### src/rtl/arbitro_round_robin.sv
// Round-robin arbiter sharing a registered 4:1 bit-select between four requesters.
// Optional ARB_GAP_EN inserts a one-cycle GAP state after every grant end.
module arbitro_round_robin #(
  parameter int unsigned BURST_LEN = 4,
  parameter int unsigned CNT_W     = 4
) (
  input  logic       i_clk,
  input  logic       i_rst,
  input  logic [3:0] i_req,
  input  logic [3:0] i_data,
  output logic [3:0] o_gnt,
  output logic [1:0] o_selector,
  output logic       o_q,
  output logic       o_valid,
  output logic       o_busy
);

`ifdef ARB_GAP_EN
  typedef enum logic [1:0] {IDLE, GRANT, GAP} state_t;
`else
  typedef enum logic [1:0] {IDLE, GRANT} state_t;
`endif

  state_t           state, state_n;
  logic [1:0]       last_gnt, last_gnt_n;
  logic [CNT_W-1:0] cnt, cnt_n;
  logic [3:0]       gnt_n;
  logic [1:0]       sel_n;
  logic             q_n, valid_n, busy_n;
  logic [1:0]       base, winner;
  logic             found, burst_end, go_grant, go_idle;

  // During GRANT the holder is the search base, so it is lowest priority on re-arbitration.
  assign base      = (state == GRANT) ? o_selector : last_gnt;
  assign burst_end = (cnt == '0) || !i_req[o_selector];

  always_comb begin
    found  = 1'b0;
    winner = base;
    for (int unsigned k = 1; k <= 4; k++) begin
      if (!found && i_req[base + k[1:0]]) begin
        found  = 1'b1;
        winner = base + k[1:0];
      end
    end
  end

  always_comb begin
    state_n    = state;
    last_gnt_n = last_gnt;
    cnt_n      = cnt;
    gnt_n      = o_gnt;
    sel_n      = o_selector;
    q_n        = o_q;
    valid_n    = 1'b0;
    busy_n     = o_busy;
    go_grant   = 1'b0;
    go_idle    = 1'b0;

    case (state)
      IDLE: go_grant = found;
      GRANT: begin
        q_n     = i_data[o_selector];
        // Sample of an early-release cycle is discarded.
        valid_n = i_req[o_selector];
        if (burst_end) begin
          last_gnt_n = o_selector;
`ifdef ARB_GAP_EN
          state_n = GAP;
          gnt_n   = '0;
          busy_n  = 1'b1;
`else
          go_grant = found;
          go_idle  = !found;
`endif
        end else begin
          cnt_n = cnt - 1'b1;
        end
      end
`ifdef ARB_GAP_EN
      GAP: begin
        go_grant = found;
        go_idle  = !found;
      end
`endif
      default: go_idle = 1'b1;
    endcase

    if (go_grant) begin
      state_n = GRANT;
      gnt_n   = 4'b0001 << winner;
      sel_n   = winner;
      cnt_n   = CNT_W'(BURST_LEN - 1);
      busy_n  = 1'b1;
    end else if (go_idle) begin
      state_n = IDLE;
      gnt_n   = '0;
      busy_n  = 1'b0;
    end
  end

  always_ff @(posedge i_clk) begin
    if (i_rst) begin
      state      <= IDLE;
      last_gnt   <= 2'd3;
      cnt        <= '0;
      o_gnt      <= '0;
      o_selector <= '0;
      o_q        <= 1'b0;
      o_valid    <= 1'b0;
      o_busy     <= 1'b0;
    end else begin
      state      <= state_n;
      last_gnt   <= last_gnt_n;
      cnt        <= cnt_n;
      o_gnt      <= gnt_n;
      o_selector <= sel_n;
      o_q        <= q_n;
      o_valid    <= valid_n;
      o_busy     <= busy_n;
    end
  end

endmodule

### config.mk
export PLATFORM = sky130hd
export DESIGN_NAME = arbitro_round_robin
export DESIGN_NICKNAME = d
export VERILOG_FILES = /design/src/rtl/arbitro_round_robin.sv
export SDC_FILE = /design/constraint.sdc
export NUM_CORES = 1
export LEC_CHECK = 0
export CAP_MARGIN = 0
export CORE_MARGIN = 2
export CORE_UTILIZATION = 44
export CTS_CLUSTER_DIAMETER = 200
export DETAILED_ROUTE_END_ITERATION = 6
export PLACE_DENSITY = 0.73
export SLEW_MARGIN = 20
export SYNTH_ARGS = -nofsm -noshare
export SYNTH_HDL_FRONTEND = slang
export SYNTH_SLANG_ARGS = --single-unit
### constraint.sdc
create_clock -name i_clk -period 1.74 [get_ports i_clk]
set_input_delay 0.174 -clock i_clk [delete_from_list [all_inputs] [get_ports i_clk]]
set_output_delay 0.174 -clock i_clk [all_outputs]
set_load 0.005 [all_outputs]
==> flow_summary.toml, run 1 <==
[sta]
final.period_utilization = 0.9628
fin_setup_tns_ns = 0
max-slew-margin-rel = 0.7673
final_hold_vios = 0
report.final.setup_viol = 0
slew_violations = 0
tightest_slew_ns = 0.3479
finalWorstSetupSlack_ns = 0.06464
clock_skew_ns = 0.002402
final.min_clock_period_ns = 1.675
clock.fmax_mhz = 596.9

[routing]
via_per_inst = 5.245
avgRoutedWirePerCell_um = 13.80
num_vias = 771
post-route-drc-count = 0
finalWirelength_um = 2028
route.antenna.remaining_nets = 0
drt-pass1-iter-count = 4
violation_count_after_the_first_detailed_route_iteration = 15

[global_routing]
maximum_number_of_pins_on_one_net_before_global_route_repair = 10
globalRouteOverflowTotal = 0
grt_first_pass_wirelength_um = 3353
global_route.usage.total = 0.1766
first_global_vias = 740
antenna_found_initial = 0

[synthesis]
mappedNetlistArea_um2 = 898.4
avgSynthCellArea_um2 = 10.45
yosys.area.top_type = "sky130_fd_sc_hd__dfxtp_1"
count_of_state_elements_after_synthesis = 15
netlist.area_leader.share = 0.3343
syn-instance-count = 86
ys_warn_count = 0
synth.area.top_cells = "sky130_fd_sc_hd__dfxtp_1 33%, sky130_fd_sc_hd__mux2i_1 6.7%, sky130_fd_sc_hd__buf_6 5.0%"
postSynthNetCount = 98
synth_cell_types = 36
seq_area_frac_synth = 0.3343

[layout]
final_common_cell = "sky130_fd_sc_hd__clkdlybuf4s50_1"
commonest_non_fill_non_tap_cells_in_the_layout = "18 x sky130_fd_sc_hd__clkdlybuf4s50_1, 17 x sky130_fd_sc_hd__buf_4, 12 x sky130_fd_sc_hd__dfxtp_1"
n_antenna_cell = 0
layoutNonFillerInstCount = 147
utilization = 0.6372
synthToLayoutAreaGrowth_pct = 37.74
final_nets = 133
drive_above_1_share = 0.3250
design_area_um2 = 1237

[setup_path]
worstPathArrival_ns = 1.85
worst_path_dominant_cell_family = "compound AO/OA/AOI/OAI gates"
worst-r2r-setup-slack_ns = 0.06
cpPeakStageDelay_ns = 0.36
critPathMaxFanout = 4
crit_end_element = "flip-flop"
critical_path.startpoint_type = "flip-flop"
crit_path_cells = "inv_1, ha_1, nor3b_1, buf_4, o31a_1, a211o_2"
timing.setup.critical_path_class = "reg2reg"
critical_path_buf_inv_count = 2
cp.required_ns = 1.92
crit_slowest_cell = "sky130_fd_sc_hd__dfxtp_1"

[floorplanning]
dieArea_um2 = 2419
vertical_die_dimension_um = 49.19
top_level_ports = 19
dieWidth_um = 49.19
floorplan.rows = 16
core_region_area_um2 = 1942
initial_core_util = 0.4626

[cts]
cts-root-to-sink-buffers = 2
root_buffer_cell = "sky130_fd_sc_hd__clkbuf_4"
clock_sinks = 15
clk_pin_slew_worst_paths_ns = 0.09
h-tree-depth = 1
cts_hold_buffers = 0
cts_inserted_buffers = 3
insertion_delay_ns = 0.28
tritoncts_clock_tree = "yes"
postCtsSetupBuffers = 0

[placement]
dp_hpwl_um = 1555
post-place-cells = 143
place.port_buffers = 18
postPlaceCellArea_um2 = 1186
globalplace.congestion = 0.7891
dp_worst_setup_slack_ns = -0.1851

[hold_path]
hold_class = "reg2reg"

[run_status]
outcome = "completed"

[run]
maxCapViolations = 0

[power_and_ir_drop]
power.density_nw_per_um2 = 832.6
static-leakage-power_nw = 0.5112
power.ir.vdd_worst_v = 0.0006414
[cells by family (layout without fill, tap and decap cells)]
logic type / count (synthesis) / count (layout) / share of synthesized area
muxes: 10 / 10 / 0.1462
AOI/OAI and AO/OA: 22 / 22 / 0.2187
DFF: 15 / 15 / 0.3343
buffers and inverters: 8 / 42 / 0.07242
adders and majority gates: 2 / 2 / 0.02785
and+or+nand+nor: 29 / 29 / 0.2006
[layer usage]
metal	vias up	share of wire	global-route usage
li1	388	-	-
met1	374	0.47	0.2271
met2	7	0.51	0.2950
met3	2	0.020	0.02454
met4	0	0.0074	0.07143
met5	-	0	0
[per-stage QoR]
step,total power [W],hold slack (ns)
global route,0.001102,0.5108
floorplan,0.0006694,0.2542
detailed placement,0.0008247,0.4597
global placement,0.0008150,0.4647
CTS,0.001025,0.4893
finish,0.001030,0.4868
[cell type report]
cell class / instances / area [um^2]
Fill cell: 164 / 704.4
Multi-Input combinational cell: 63 / 550.5
Timing Repair Buffer: 35 / 307.8
Sequential cell: 15 / 306.5
Tap cell: 27 / 33.78
Clock buffer: 3 / 22.52
Inverter: 3 / 11.26
Clock inverter: 1 / 5.005
[what timing repair did]
item	in CTS	in global routing
setup endpoints to repair	2	4
pin swaps	0	2
gates resized for setup	1	6
[report_power, final]
part           switching, W  internal (W)
sequential        0.0000414      0.000387
combinational      0.000160      0.000246
clock              0.000111     0.0000852
total              0.000313      0.000718
[sequential cells by signal, indices dropped and copies added, names as in the netlist]
signal	flops
o_gnt	4
cnt	4
state	1
o_valid	1
o_q	1
last_gnt	2
o_selector	2
[synth_stat cells]
cell / n
sky130_fd_sc_hd__buf_6: 4
sky130_fd_sc_hd__a21oi_1: 3
sky130_fd_sc_hd__inv_1: 3
sky130_fd_sc_hd__mux4_1: 1
sky130_fd_sc_hd__a2111oi_4: 1
sky130_fd_sc_hd__dfxtp_1: 15
sky130_fd_sc_hd__nor4_1: 1
sky130_fd_sc_hd__dlygate4sd1_1: 1
sky130_fd_sc_hd__a211o_2: 1
sky130_fd_sc_hd__a22o_1: 4
sky130_fd_sc_hd__nor3_1: 3
sky130_fd_sc_hd__a21oi_2: 1
sky130_fd_sc_hd__nand2_1: 4
sky130_fd_sc_hd__nor2_2: 1
sky130_fd_sc_hd__o31a_1: 2
sky130_fd_sc_hd__or3_1: 1
sky130_fd_sc_hd__mux2_4: 3
sky130_fd_sc_hd__o21ai_0: 3
sky130_fd_sc_hd__nor3b_1: 1
sky130_fd_sc_hd__a221oi_1: 1
sky130_fd_sc_hd__and3_1: 1
sky130_fd_sc_hd__and2b_2: 1
sky130_fd_sc_hd__a21o_1: 1
sky130_fd_sc_hd__mux2i_1: 6
sky130_fd_sc_hd__and3b_1: 1
sky130_fd_sc_hd__a211o_1: 1
sky130_fd_sc_hd__o21ba_2: 2
sky130_fd_sc_hd__nor3b_4: 1
sky130_fd_sc_hd__nor2_1: 8
sky130_fd_sc_hd__nand3b_1: 1
sky130_fd_sc_hd__nor2b_1: 2
sky130_fd_sc_hd__ha_1: 2
sky130_fd_sc_hd__a2bb2oi_2: 1
sky130_fd_sc_hd__and2_0: 1
sky130_fd_sc_hd__a211oi_1: 1
sky130_fd_sc_hd__nor4_2: 2
[final timing paths]
path	start	endpoint	cells past startpoint
max	cnt[1]	last_gnt[0]	6
min reg2reg	o_gnt[2]	o_gnt[2]	1
min	o_gnt[2]	o_gnt[2]	1
max reg2reg	cnt[1]	last_gnt[0]	6
(Power assumes the default switching activity.)
==> run 2, diff against run 1 <==
--- a/config.mk
+++ b/config.mk
@@ -5,11 +5,13 @@
 export SDC_FILE = /design/constraint.sdc
 export NUM_CORES = 1
 export LEC_CHECK = 0
+export ABC_CLOCK_PERIOD_IN_PS = 1740
 export CAP_MARGIN = 0
 export CORE_MARGIN = 2
 export CORE_UTILIZATION = 44
 export CTS_CLUSTER_DIAMETER = 200
 export DETAILED_ROUTE_END_ITERATION = 6
+export HOLD_SLACK_MARGIN = 0.08
 export PLACE_DENSITY = 0.73
 export SLEW_MARGIN = 20
 export SYNTH_ARGS = -nofsm -noshare
==> results of run 2 <==
Final layout, timing and power as in run 1 (identical DEF).
==> run 3, diff against run 2 <==
--- a/config.mk
+++ b/config.mk
@@ -10,6 +10,7 @@
 export CORE_MARGIN = 2
 export CORE_UTILIZATION = 44
 export CTS_CLUSTER_DIAMETER = 200
+export CTS_CLUSTER_SIZE = 14
 export DETAILED_ROUTE_END_ITERATION = 6
 export HOLD_SLACK_MARGIN = 0.08
 export PLACE_DENSITY = 0.73
==> results of run 3 <==
Final layout, timing and power as in run 1 (identical DEF).
